File: src/rtl/z88_memctl.sv
// z88_memctl: multi-slot memory sequencer between Blink strobes and async SRAM/EPROM.
//
// One access runs IDLE -> SETUP -> STROBE (WS+1 cycles) -> HOLD -> IDLE. Address, write data,
// slot and direction are latched on acceptance. Inputs that change during an access are
// ignored, and the access always runs its full sequence.
//
// Optional feature: define Z88_MEMCTL_WP_EN to add the wp_mask port. A write to a protected
// slot keeps the normal timing but never asserts mem_we_n, and pulses wp_fault on entry to HOLD.
//
// Ports:
//   clk, reset          master clock, synchronous active-high reset
//   ma, cs_n            Blink address and per-slot chip selects (active low, index 0 wins)
//   rd_n, wr_n, cdo     Blink read/write strobes and CPU write data
//   cdi, wait_n         registered read data and CPU wait request (active low)
//   mem_a, mem_dout     shared device address and write data
//   mem_din             shared device read data
//   mem_ce_n            per-device chip enables, one-hot-low or all high
//   mem_oe_n, mem_we_n  device output/write enables
//   busy                high whenever an access is in progress
//   wp_mask, wp_fault   write-protect bits (macro only) and blocked-write pulse
module z88_memctl #(
  parameter int unsigned NSLOTS = 4,
  parameter int unsigned AW = 19,
  parameter int unsigned WS = 2,
  parameter logic [NSLOTS-1:0] SLOT_PRESENT = {NSLOTS{1'b1}}
) (
  input  logic              clk,
  input  logic              reset,
  input  logic [AW-1:0]     ma,
  input  logic [NSLOTS-1:0] cs_n,
  input  logic              rd_n,
  input  logic              wr_n,
  input  logic [7:0]        cdo,
  output logic [7:0]        cdi,
  output logic              wait_n,
  output logic [AW-1:0]     mem_a,
  output logic [7:0]        mem_dout,
  input  logic [7:0]        mem_din,
  output logic [NSLOTS-1:0] mem_ce_n,
  output logic              mem_oe_n,
  output logic              mem_we_n,
  output logic              busy,
  output logic              wp_fault
`ifdef Z88_MEMCTL_WP_EN
  ,
  input  logic [NSLOTS-1:0] wp_mask
`endif
);

  localparam int unsigned SW = (NSLOTS > 1) ? $clog2(NSLOTS) : 1;

  localparam logic [1:0] IDLE   = 2'd0;
  localparam logic [1:0] SETUP  = 2'd1;
  localparam logic [1:0] STROBE = 2'd2;
  localparam logic [1:0] HOLD   = 2'd3;

  logic [1:0]        state_q;
  logic [3:0]        cnt_q;
  logic              is_read_q;
  logic              blocked_q;
  logic [7:0]        cdi_q;
  logic              wait_n_q;
  logic [AW-1:0]     mem_a_q;
  logic [7:0]        mem_dout_q;
  logic [NSLOTS-1:0] mem_ce_n_q;
  logic              mem_oe_n_q;
  logic              mem_we_n_q;
  logic              wp_fault_q;

  // Request decode: lowest-index active chip select wins.
  logic          any_cs;
  logic [SW-1:0] req_slot;
  logic          req;
  logic          req_present;
  logic          req_wp;
  logic          released;

  always_comb begin
    any_cs   = 1'b0;
    req_slot = '0;
    for (int unsigned i = 0; i < NSLOTS; i++) begin
      if (!cs_n[i] && !any_cs) begin
        any_cs   = 1'b1;
        req_slot = SW'(i);
      end
    end
  end

  always_comb begin
    req         = any_cs & (~rd_n | ~wr_n);
    req_present = SLOT_PRESENT[req_slot];
    released    = (&cs_n) & rd_n & wr_n;
`ifdef Z88_MEMCTL_WP_EN
    req_wp      = wp_mask[req_slot];
`else
    req_wp      = 1'b0;
`endif
  end

  always_ff @(posedge clk) begin
    if (reset) begin
      state_q    <= IDLE;
      cnt_q      <= '0;
      is_read_q  <= 1'b0;
      blocked_q  <= 1'b0;
      cdi_q      <= 8'hFF;
      wait_n_q   <= 1'b1;
      mem_a_q    <= '0;
      mem_dout_q <= '0;
      mem_ce_n_q <= '1;
      mem_oe_n_q <= 1'b1;
      mem_we_n_q <= 1'b1;
      wp_fault_q <= 1'b0;
    end else begin
      wp_fault_q <= 1'b0;
      case (state_q)
        IDLE: begin
          if (req) begin
            mem_a_q    <= ma;
            mem_dout_q <= cdo;
            // Both strobes low is treated as a read; the write is dropped.
            is_read_q  <= ~rd_n;
            blocked_q  <= rd_n & req_wp;
            if (req_present) begin
              state_q    <= SETUP;
              mem_ce_n_q <= ~(NSLOTS'(1) << req_slot);
              wait_n_q   <= 1'b0;
            end else begin
              // Unpopulated slot: open-bus data, no device cycle, no CPU wait.
              state_q <= HOLD;
              cdi_q   <= 8'hFF;
            end
          end
        end
        SETUP: begin
          state_q <= STROBE;
          cnt_q   <= 4'(WS);
          if (is_read_q) begin
            mem_oe_n_q <= 1'b0;
          end else if (!blocked_q) begin
            mem_we_n_q <= 1'b0;
          end
        end
        STROBE: begin
          if (cnt_q == 4'd0) begin
            state_q    <= HOLD;
            mem_oe_n_q <= 1'b1;
            mem_we_n_q <= 1'b1;
            wait_n_q   <= 1'b1;
            wp_fault_q <= blocked_q;
            if (is_read_q) begin
              cdi_q <= mem_din;
            end
          end else begin
            cnt_q <= cnt_q - 4'd1;
          end
        end
        HOLD: begin
          if (released) begin
            state_q    <= IDLE;
            mem_ce_n_q <= '1;
          end
        end
        default: state_q <= IDLE;
      endcase
    end
  end

  assign cdi      = cdi_q;
  assign wait_n   = wait_n_q;
  assign mem_a    = mem_a_q;
  assign mem_dout = mem_dout_q;
  assign mem_ce_n = mem_ce_n_q;
  assign mem_oe_n = mem_oe_n_q;
  assign mem_we_n = mem_we_n_q;
  assign busy     = (state_q != IDLE);
  assign wp_fault = wp_fault_q;

endmodule

File: config.mk
export PLATFORM = sky130hd
export DESIGN_NAME = z88_memctl
export DESIGN_NICKNAME = d
export VERILOG_FILES = /design/src/rtl/z88_memctl.sv
export SDC_FILE = /design/constraint.sdc
export NUM_CORES = 1
export LEC_CHECK = 0
export ABC_CLOCK_PERIOD_IN_PS = 2180
export BUFFER_PORTS_ARGS = -buffer_cell sky130_fd_sc_hd__buf_2
export CAP_MARGIN = 20
export CORE_UTILIZATION = 47
export CTS_CLUSTER_DIAMETER = 150
export CTS_CLUSTER_SIZE = 28
export DETAILED_ROUTE_END_ITERATION = 7
export HOLD_SLACK_MARGIN = 0.03
export PLACE_DENSITY = 0.75
export REMOVE_ABC_BUFFERS = 1
export SYNTH_ARGS = -nofsm -noshare
export SYNTH_HDL_FRONTEND = slang
export SYNTH_SLANG_ARGS = --single-unit
File: constraint.sdc
create_clock -name clk -period 2.18 [get_ports clk]
set_input_delay 0.436 -clock clk [delete_from_list [all_inputs] [get_ports clk]]
set_output_delay 0.436 -clock clk [all_outputs]
set_load 0.005 [all_outputs]
## After elaboration in Yosys (flattened, before gate mapping)

Cells that the tools add are included.

- Flip-flop bits (word level): 49
- Bits of input ports: 43
- Word-level logic and storage cells: 88

- $add $sub $neg: 1
- Order comparisons: 1
- Equality and inequality tests: 12
- Shifts and indexed selects: 1
- Muxes and demuxes: 33
- Bitwise operators: 7
- Reductions and logical operators: 23

Operators with widths:

| cell | count |
|---|---|
| $mux 8 | 4 |
| $ne 2x2->1 const B | 9 |
| $mux 4 | 4 |
| $pmux 4 s2 | 2 |
| $pmux 8 s2 | 1 |
| $mux 2 | 6 |
| $reduce_and 4->1 | 3 |
| $mux 1 | 11 |
| $reduce_and 3->1 | 3 |
| $pmux 2 s4 | 1 |
| $reduce_bool 2->1 | 4 |
| $pmux 1 s2 | 3 |
| $logic_not 1->1 | 5 |
| $reduce_and 5->1 | 1 |
| $eq 2x2->1 const B | 2 |
| $logic_not 4->1 | 1 |
| $not 4->4 | 1 |
| $reduce_and 2->1 | 2 |
| $shl 1x2->4 const A | 1 |
| $sub 4x1->4 const B | 1 |
| $and 1x1->1 | 3 |
| $logic_and 1x1->1 | 3 |
| $lt 2x3->1 const B | 1 |
| $bmux 1 s2 | 1 |
| other kinds (4) | 5 |

## Depth between registers and ports, before layout

Gate-level depths: netlist of the first run.

- Word-level depth: 14
- Depth in mapped cells: 7

## Worst setup path after synthesis of the first run

No wires, ideal clock.

- Kind: register to register
- Start: register cnt_q[0]
- End: register cdi_q[7] (netlist: cdi[7])
- Library setup time: 0.120 ns
- Data arrival time: 1.489 ns
- Required time: 2.060 ns
- Setup slack: 0.572 ns
- Stages on the path, launching flop included: 7
- Path buffers: 0
- Period minus slack after synthesis: 1.608 ns
- Cells stage by stage: dfxtp_1 > inv_1 > ha_1 > nor3b_4 > nand3_4 > o21a_1 > a211o_1

- Longest elaborated chain between the ends: 3

Ends and longest elaborated chain:

| item | line | source |
|---|---|---|
| from (decl) | 58 | `logic [3:0] cnt_q;` |
| from (signal assigned) | 137 | `cnt_q <= 4'(WS);` |
| from (signal assigned) | 155 | `cnt_q <= cnt_q - 4'd1;` |
| $logic_not 4->1 | 145 | `if (cnt_q == 4'd0) begin` |
| $ne 2x2->1 (no source line) | n/a |  |
| $reduce_and 5->1 (no source line) | n/a |  |
| to (signal assigned) | 152 | `cdi_q <= mem_din;` |
| to (decl) | 61 | `logic [7:0] cdi_q;` |

Every way passes these cells.
A chain may end at the register's enable or synchronous reset.

## Worst setup path after layout of the first run

- Start: register cnt_q[0]
- End: register cdi_q[4] (netlist: cdi[4])

The elaborated chain is that of the path after synthesis.

==> metrics.md, run 1 <==
| Metric | Value |
|---|---|
| Maximum clock frequency | `0.550 GHz` |
| Critical path data arrival time | `roughly 2.0 ns` |
| Post-synthesis share of cell area spent on and, or, nand and nor gates | `a little under a quarter` |
| Most common cell after layout, fill and taps aside | `sky130_fd_sc_hd__buf_2` |
| Post-CTS setup buffer count | `0` |
| Maximum Capacitance Violations | `0` |
| Setup violators final | `0` |
| Worst stage delay on the critical path | `0.42 ns` |
| Mean instance size in the synthesized netlist | `8.69 µm²` |
| Post-synthesis mux area share | `roughly 1.6%` |
| TritonCTS clock tree | `yes` |
| Later-pin clock latency in the skew report | `0.29 ns` |
| Antenna violations before repair | `0` |
| Number of filler instances in the final layout | `between 300 and 400` |
| Total clock buffers created by CTS | `5` |
| Count of cells resized by post-cts repair | `0` |
| Synth async-reset ratio | `0%` |
| Synth Area in XOR/XNOR | `less than 1%` |
| Seq cells post-synth | `49` |
| Unrepaired setup endpoints after global routing | `false` |
| Total Negative Setup Slacks | `0 ns` |
| Initial core utilization | `50.5%` |
| Ratio of cells with drive above 1 in the final layout | `between 30% and 40%` |
| Startpoint of the most critical setup path | `cnt_q[0]` |
| Area used by sequential logic in the layout | `around 980 µm²` |
| Hold path startpoint | `rd_n` |
| Initial detailed-routing violation count | `118` |
| Clock-pin slew of the registers on the worst-case setup and hold paths | `0.08 ns` |
| Commonest register cell after synthesis | `sky130_fd_sc_hd__dfxtp_1` |
| Final worst path period need | `around 1.8 ns` |
| Diode insertion count for antenna repair | `0` |
| Largest family of logic cells by synthesized area | `simple AND/OR/NAND/NOR gates` |
| Final Skew | `0.00733 ns` |
| Cell chosen for the clock root | `sky130_fd_sc_hd__clkbuf_8` |
| First-pass iteration count of the detailed router | `4` |
| Buffer depth of the longest clock path | `2` |
| Routed wire per std cell | `12.2 µm` |
| Required time worst endpoint | `2.37 ns` |
| Deepest level of the CTS H-tree | `2` |
| Weighted congestion at the end of routability-driven global placement | `0.750` |
| Total number of vias | `1852` |
| Die Height | `68.7 µm` |
| ANT nets after route | `0` |
| Rel. slew slack | `between 60% and 70%` |
| Layout area overhead | `27.0%` |
| Core Region | `slightly above 0.004 mm²` |
| Synth Instances | `about 240` |
| Transition time at the pin with the least slew margin | `0.549 ns` |
| Area used by multi-input combinational logic | `0.00103 mm²` |
| Area enclosed by the die boundary | `0.00472 mm²` |
| Syn Std Cell Area | `0.00209 mm²` |
| Class of the most critical hold timing path | `input port to flop` |
| Wire length of the first global-routing pass | `6.88 mm` |
| CP max stage cell | `sky130_fd_sc_hd__nor3b_4` |
| Number of top-level pins | `a little under 90` |
| Status | `completed` |
| Vias per cell | `4.95` |
| Net total in the final layout | `around 370` |
| GRT Overall Usage | `19.6%` |
| Largest delay contributor family on the critical path | `simple AND/OR/NAND/NOR gates` |
| Via count of the first global-routing pass | `1548` |
| Post-synth cell types | `37` |
| Complex-gate fraction of the synthesized area | `20.8%` |
| Count of warnings emitted by yosys | `0` |
| Highest ir drop seen on vdd | `0.578 mV` |
| Number of rows created at floorplan | `23` |
| Count of buffers inserted at the top-level ports | `85` |
| Worst reg2reg startpoint | `cnt_q[0]` |
| Detail Placement HPWL | `between 3 and 4 mm` |
| Pwr/cell area | `approximately 1100 mW/mm²` |
| Number of endpoints with negative hold slack in the final report | `0` |
| Number of pins exceeding their max-slew limit in the final report | `0` |
| Maximum fanout along the worst path | `9` |
| Arithmetic-cell share of the synthesized area counting full adders, half adders and majority gates | `3.59%` |
| Sequential-to-total area share from yosys stat | `approximately 47%` |
| Wire length after detailed routing | `4.55 mm` |
| Cell-by-cell listing of the critical path | `inv_1, ha_1, nor3b_4, nand3_4, o21a_1, a211o_1` |
| CP Capture Type | `flop` |
| Number of clock sinks seen by CTS | `49` |
| Number of enable flip-flop cells after synthesis | `0` |
| Residual DRC | `0` |
| # hold bufs at CTS | `0` |
| Leakage | `1.16 nW` |
| Buffer and inverter count on the worst path | `1` |
| Category of the worst setup path launch point | `flop` |
| Width of the die | `68.7 µm` |
| Critical path type | `flop to flop` |
| Overall overflow remaining after global route | `0` |
| Worst hold margin | `~0.33 ns` |
| Final Cycle Share | `83.4%` |
| Commonest cells after routing, fill and taps aside | `sky130_fd_sc_hd__buf_2 (85), sky130_fd_sc_hd__nand2_1 (62), sky130_fd_sc_hd__dfxtp_1 (49)` |
| Maximum number of pins on one net before global-route repair | `31` |
[layer usage]
metal | routed length [µm] | vias to the layer above | track usage, %
met5 | 0 | - | 0
met4 | 53 | 0 | 6.89
met3 | 244 | 5 | 3.78
met2 | 2230 | 54 | 32.7
met1 | 2020 | 805 | 25.1
li1 | - | 988 | -
[cells by family (layout without fill, tap and decap cells)]
group | count (synthesis) | count (layout)
mux | 3 | 3
other cells | 1 | 1
buf+inv | 20 | 103
flops | 49 | 49
compound gates | 67 | 67
fa+ha+maj | 6 | 6
simple gates | 94 | 94
xor+xnor | 1 | 1
[final timing paths]
check               to  slack [ns]  cells past startpoint
max             cdi[4]        0.36                      6
max reg2reg     cdi[4]        0.36                      6
min          is_read_q        0.33                      2
min reg2reg  mem_a[12]        0.45                      2
[Yosys cell counts, drive strengths merged (2+ instances only)]
cell,instances,area share (%)
o21a,8,2.9
a211o,8,3.3
a21oi,36,9.1
nand2,62,11
nand3,4,1.6
mux2,2,1.1
and4,2,0.84
nor2,5,1.0
nor2b,3,0.90
o21ai,8,1.9
nor3b,4,2.0
buf,4,1.1
dfxtp,49,47
inv,7,1.3
a211oi,3,1.1
ha,6,3.6
nor3,7,1.7
clkbuf,9,1.6
[state kept, by name, indices dropped and copies added (netlist names), 2 cells and up]
name and flops:
mem_ce_n 4, mem_a 19, state_q 2, cdi 8
cnt_q 4, mem_dout 8
[through the flow]
step                      total power, mW  utilization, %  instance area [µm²]  cells  setup slack [ns]
after global routing                 3.12            64.2                 2660    374             0.224
after CTS                            2.93            64.2                 2660    374             0.357
final                                2.89            64.2                 2660    374             0.362
after floorplan                      1.88               -                 2040    228             0.359
after global placement               2.26            61.5                 2550    366             0.432
after detailed placement             2.29            61.5                 2550    366             0.375
[layout make-up]
class | instances | area share [%]
Inverter | 7 | 0.988
Clock buffer | 6 | 2.73
Clock inverter | 2 | 1.46
Multi-Input combinational cell | 172 | 38.7
Sequential cell | 49 | 36.9
Tap cell | 50 | 2.35
Timing Repair Buffer | 88 | 16.8
[power by group]
part | leakage (nW) | total, mW | switching, mW | internal [mW]
sequential | 0.402 | 1.22 | 0.120 | 1.10
combinational | 0.701 | 1.03 | 0.583 | 0.452
clock | 0.0554 | 0.634 | 0.290 | 0.344
total | 1.16 | 2.89 | 0.993 | 1.89
Note: power is estimated with default switching activity, not from simulation.
==> run 2: changes to the inputs <==
--- a/config.mk
+++ b/config.mk
@@ -5,7 +5,7 @@
 export SDC_FILE = /design/constraint.sdc
 export NUM_CORES = 1
 export LEC_CHECK = 0
-export ABC_CLOCK_PERIOD_IN_PS = 2180
+export ABC_CLOCK_PERIOD_IN_PS = 1900
 export BUFFER_PORTS_ARGS = -buffer_cell sky130_fd_sc_hd__buf_2
 export CAP_MARGIN = 20
 export CORE_UTILIZATION = 47
==> constraint.sdc (replaced) <==
create_clock -name clk -period 1.9 [get_ports clk]
set_input_delay 0.38 -clock clk [delete_from_list [all_inputs] [get_ports clk]]
set_output_delay 0.38 -clock clk [all_outputs]
set_load 0.005 [all_outputs]
==> metrics.md, run 2 (synthesis gave the netlist of run 1 again) <==
| Metric | Value |
|---|---|
| Final worst path period need | `roughly 1.7 ns` |
| Maximum Capacitance Violations | `0` |
| Status | `completed` |
| Cell chosen for the clock root | `sky130_fd_sc_hd__clkbuf_8` |
| Cell area after placement | `0.00260 mm²` |
| Cell-by-cell listing of the critical path | `inv_1, ha_1, inv_1, buf_2` |
| Area of all placed cells without fillers | `~0.0027 mm²` |
| PnR worst setup slack | `approximately 0.16 ns` |
| Worst stage delay on the critical path | `0.39 ns` |
| Ratio of cells with drive above 1 in the final layout | `between 30% and 40%` |
| Number of flip-flops under the largest register name | `19` |
| First-pass iteration count of the detailed router | `4` |
| Weighted congestion at the end of routability-driven global placement | `~0.8` |
| Deepest level of the CTS H-tree | `2` |
| Cell type with the highest occurrence count on the critical path | `sky130_fd_sc_hd__inv_1` |
| Post-CTS setup buffer count | `0` |
| Residual DRC | `0` |
| Number of endpoints with negative hold slack in the final report | `0` |
| Number of top-level pins | `87` |
| Class of the most critical hold timing path | `input port to flop` |
| Setup violators final | `0` |
| Total number of vias | `1915` |
| # hold bufs at CTS | `0` |
| Core Region | `0.00414 mm²` |
| Routed wire per std cell | `roughly 12 µm` |
| CP max stage cell | `sky130_fd_sc_hd__dfxtp_1` |
| Later-pin clock latency in the skew report | `0.30 ns` |
| Buffer and inverter count on the worst path | `3` |
| GRT busiest layer | `met2` |
| Largest delay contributor family on the critical path | `buffers and inverters` |
| Post-place setup slack | `0.209 ns` |
| GRT Overall Usage | `21.0%` |
| TritonCTS clock tree | `yes` |
| Die Height | `68.7 µm` |
| CP Capture Type | `output pin` |
| Maximum fanout along the worst path | `6` |
| Most common cell after layout, fill and taps aside | `sky130_fd_sc_hd__buf_2` |
| Width of the die | `68.7 µm` |
| Critical path data arrival time | `1.36 ns` |
| Via count of the first global-routing pass | `1598` |
| Net total in the final layout | `377` |
| Leakage | `1.18 nW` |
| Initial detailed-routing violation count | `50` |
| Number of pins exceeding their max-slew limit in the final report | `0` |
| ANT nets after route | `0` |
| Critical path type | `flop to output pin` |
| Pwr/cell area | `1220 mW/mm²` |
| Area used by multi-input combinational logic | `0.00103 mm²` |
| GR Util met2 | `35.5%` |
| Layout area overhead | `28.4%` |
| Number of placed instances, taps included | `371` |
| Category of the worst setup path launch point | `flop` |
| Diode insertion count for antenna repair | `0` |
| Highest ir drop seen on vdd | `0.664 mV` |
| Number of rows created at floorplan | `23` |
| Final Core Density | `64.9%` |
| Total clock buffers created by CTS | `5` |
| Unrepaired setup endpoints after global routing | `false` |
| Non-filler cells, final | `roughly 380` |
| Count of cells resized by post-cts repair | `0` |
| Total Negative Setup Slacks | `0 ns` |
| Global routing usage on met1 | `about a quarter` |
| Area enclosed by the die boundary | `0.00472 mm²` |
| Wire length after detailed routing | `4.74 mm` |
| Global Route met3 Usage | `4.11%` |
| Final Cycle Share | `91.6%` |
| Buffer depth of the longest clock path | `2` |
| Maximum clock frequency | `0.574 GHz` |
| Commonest cells after routing, fill and taps aside | `sky130_fd_sc_hd__buf_2 (85), sky130_fd_sc_hd__nand2_1 (62), sky130_fd_sc_hd__dfxtp_1 (49)` |
| Number of filler instances in the final layout | `378` |
| Detail Placement HPWL | `3.45 mm` |
| Overall overflow remaining after global route | `0` |
| Maximum number of pins on one net before global-route repair | `29` |
| Area used by sequential logic in the layout | `981 µm²` |
| Vias per cell | `5.05` |
| Initial core utilization | `~51%` |
| Number of clock sinks seen by CTS | `49` |
| Count of buffers inserted at the top-level ports | `85` |
| Antenna violations before repair | `0` |
| Wire length of the first global-routing pass | `about 7.3 mm` |
| Final Skew | `0.00543 ns` |
| Required time worst endpoint | `1.52 ns` |
| Clock-pin slew of the registers on the worst-case setup and hold paths | `0.09 ns` |
[run 2: worst paths after layout]
kind	from	to	slack [ns]	depth (start not counted)
worst max-delay path	state_q[0]	busy	0.16	4
worst min-delay path	rd_n	is_read_q	0.28	2
worst max register to register	cnt_q[0]	cdi[3]	0.19	6
worst min register to register	mem_a[11]	mem_a[11]	0.46	2
[run 2: power breakdown]
part	switching [mW]	total, mW	internal [mW]
clock network	0.357	0.619	0.262
logic	0.687	1.26	0.574
registers	0.138	1.40	1.26
total	1.18	3.28	2.09
[run 2: cell type report]
| cell class | instances | share of cell area, % |
|---|---|---|
| Multi-Input combinational cell | 172 | 38.3 |
| Sequential cell | 49 | 36.5 |
| Timing Repair Buffer | 93 | 18.5 |
| Clock buffer | 5 | 2.56 |
| Tap cell | 50 | 2.33 |
| Inverter | 7 | 0.978 |
| Clock inverter | 3 | 0.791 |
[run 2: per-stage QoR]
stage | hold slack [ns] | power, mW
global route | 0.271 | 3.54
floorplan | 0.447 | 2.15
finish | 0.276 | 3.28
CTS | 0.271 | 3.31
detailed placement | 0.443 | 2.69
global placement | 0.439 | 2.66
[run 2: routing by layer]
metal | vias to the layer above | routed length [µm]
met2 | 52 | 2350
met4 | 0 | 63
met1 | 859 | 2120
met5 | - | 0
met3 | 7 | 201
li1 | 997 | -
[run 2: worst register-to-register path, cell delays in order, from the launching register on]
cell	delay, ns
sky130_fd_sc_hd__dfxtp_1	0.34
sky130_fd_sc_hd__inv_1	0.10
sky130_fd_sc_hd__ha_1	0.17
sky130_fd_sc_hd__nor3b_4	0.32
sky130_fd_sc_hd__nand3_4	0.17
sky130_fd_sc_hd__o21a_1	0.24
sky130_fd_sc_hd__a211o_1	0.26
==> run 3: changes to the inputs <==
--- a/config.mk
+++ b/config.mk
@@ -7,13 +7,13 @@
 export LEC_CHECK = 0
 export ABC_CLOCK_PERIOD_IN_PS = 1900
 export BUFFER_PORTS_ARGS = -buffer_cell sky130_fd_sc_hd__buf_2
-export CAP_MARGIN = 20
-export CORE_UTILIZATION = 47
+export CORE_UTILIZATION = 49
+export CTS_BUF_LIST = sky130_fd_sc_hd__clkbuf_4 sky130_fd_sc_hd__clkbuf_8
 export CTS_CLUSTER_DIAMETER = 150
 export CTS_CLUSTER_SIZE = 28
 export DETAILED_ROUTE_END_ITERATION = 7
 export HOLD_SLACK_MARGIN = 0.03
-export PLACE_DENSITY = 0.75
+export PLACE_DENSITY = 0.77
 export REMOVE_ABC_BUFFERS = 1
 export SYNTH_ARGS = -nofsm -noshare
 export SYNTH_HDL_FRONTEND = slang
==> metrics.md, run 3 (synthesis gave the netlist of run 1 again) <==
| Metric | Value |
|---|---|
| Maximum number of pins on one net before global-route repair | `28` |
| Total Negative Setup Slacks | `0 ns` |
| Overall overflow remaining after global route | `0` |
| Rel. slew slack | `65.6%` |
| Number of endpoints with negative hold slack in the final report | `0` |
| ANT nets after route | `0` |
| Final Skew | `0.00680 ns` |
| Class of the most critical hold timing path | `input port to flop` |
| Weighted congestion at the end of routability-driven global placement | `between 0.7 and 0.8` |
| Part of the power in combinational logic | `between 30% and 40%` |
| TritonCTS clock tree | `yes` |
| Number of top-level pins | `slightly below 90` |
| Later-pin clock latency in the skew report | `0.31 ns` |
| Vias per cell | `5.15` |
| Width of the die | `67.4 µm` |
| Clock-pin slew of the registers on the worst-case setup and hold paths | `approximately 0.10 ns` |
| Highest ir drop seen on vdd | `between 0.6 and 0.7 mV` |
| Critical path type | `flop to output pin` |
| Post-CTS setup buffer count | `0` |
| Unrepaired setup endpoints after global routing | `false` |
| Buffer depth of the longest clock path | `2` |
| Detail Placement HPWL | `3.40 mm` |
| Residual DRC | `0` |
| Number of filler instances in the final layout | `357` |
| Area enclosed by the die boundary | `0.00454 mm²` |
| Area of all placed cells without fillers | `0.00267 mm²` |
| Most common cell after layout, fill and taps aside | `sky130_fd_sc_hd__buf_2` |
| Clock group share of total power | `19.4%` |
| Category of the worst setup path launch point | `flop` |
| Leakage | `~1.2 nW` |
| Antenna violations before repair | `0` |
| Total number of vias | `1943` |
| Switching power share of the total | `36.1%` |
| Number of rows created at floorplan | `23` |
| Transition time at the pin with the least slew margin | `0.516 ns` |
| Maximum fanout along the worst path | `6` |
| Cell chosen for the clock root | `sky130_fd_sc_hd__clkbuf_8` |
| CP Capture Type | `output pin` |
| Status | `completed` |
| Commonest cells after routing, fill and taps aside | `sky130_fd_sc_hd__buf_2 (85), sky130_fd_sc_hd__nand2_1 (62), sky130_fd_sc_hd__dfxtp_1 (49)` |
| Cell area after placement | `0.00258 mm²` |
| Post-place setup slack | `0.146 ns` |
| Critical path data arrival time | `1.40 ns` |
| Maximum Capacitance Violations | `0` |
| Wire length of the first global-routing pass | `7.16 mm` |
| Setup violators final | `0` |
| Count of buffers inserted at the top-level ports | `between 80 and 90` |
| Required time worst endpoint | `around 1.5 ns` |
| PnR worst setup slack | `between 0.1 and 0.15 ns` |
| Portion of total power attributed to sequential cells | `42.6%` |
| Initial detailed-routing violation count | `68` |
| Via count of the first global-routing pass | `between 1500 and 2000` |
| Final Cycle Share | `~93%` |
| Count of cells resized by post-cts repair | `0` |
| Deepest level of the CTS H-tree | `2` |
| Core Region | `0.00406 mm²` |
| Diode insertion count for antenna repair | `0` |
| Total net switching power | `~1.2 mW` |
| GRT Overall Usage | `approximately a fifth` |
| Number of flip-flops under the largest register name | `19` |
| # hold bufs at CTS | `0` |
| Number of clock sinks seen by CTS | `49` |
| Final worst path period need | `around 1.8 ns` |
| Maximum clock frequency | `approximately 0.56 GHz` |
| Ratio of cells with drive above 1 in the final layout | `33.9%` |
| Layout area overhead | `27.7%` |
| Routed wire per std cell | `12.4 µm` |
| Die Height | `approximately 67 µm` |
| Number of pins exceeding their max-slew limit in the final report | `0` |
| Net total in the final layout | `375` |
| First-pass iteration count of the detailed router | `4` |
| Pwr/cell area | `1220 mW/mm²` |
| Worst hold margin | `0.261 ns` |
| Wire length after detailed routing | `4.67 mm` |
| Initial core utilization | `51.6%` |
| Cell Int Power | `2.09 mW` |
| Total clock buffers created by CTS | `5` |
[run 3: cell types whose count changed in the layout (fill, tap and decap cells not counted), sizes merged]
cell,change
buf,-2
inv,-1
clkbuf,+1
clkinv,-1
clkinvlp,+1
[run 3: final cells by class]
cell class	instances	area [µm²]	share of cell area [%]
repair buffers	91	483	18.1
multi-input cells	172	1030	38.5
clock inverters	2	15.0	0.562
flip-flops and latches	49	981	36.7
well taps	50	62.6	2.34
inverters	7	26.3	0.983
clock buffers	6	76.3	2.85
[run 3: worst paths after layout]
check                    from           to  slack, ns  depth (start not counted)
setup / recovery   state_q[0]         busy       0.12                          4
hold / removal     mem_din[5]       cdi[5]       0.26                          2
setup reg to reg   state_q[0]       cdi[4]       0.14                          5
hold reg to reg   mem_dout[4]  mem_dout[4]       0.45                          2
[run 3: routing by layer]
layer / part of all wire [%] / global-route usage [%]
met5: 0 / 0
met2: 48 / 34.8
met3: 5.4 / 5.24
met4: 2.7 / 12.2
met1: 44 / 25.2
[run 3: critical path, cell delays in order (launching register included)]
cell,delay [ns]
sky130_fd_sc_hd__dfxtp_1,0.39
sky130_fd_sc_hd__inv_1,0.09
sky130_fd_sc_hd__ha_1,0.28
sky130_fd_sc_hd__inv_1,0.18
sky130_fd_sc_hd__buf_2,0.15
[run 3: stage by stage]
step	power [mW]	util, %	cells
after floorplan	2.15	-	228
after global placement	2.64	63.6	369
after detailed placement	2.68	63.6	369
after CTS	3.30	65.9	377
after global routing	3.50	65.9	377
final	3.27	65.9	377
[run 3: power groups by stage]
stage	registers (mW)	logic, mW	clock network (mW)
after floorplan	1.43	0.722	0
after global placement	1.41	1.22	0
after detailed placement	1.42	1.26	0
after CTS	1.40	1.27	0.642
after global routing	1.42	1.39	0.685
final	1.39	1.25	0.636
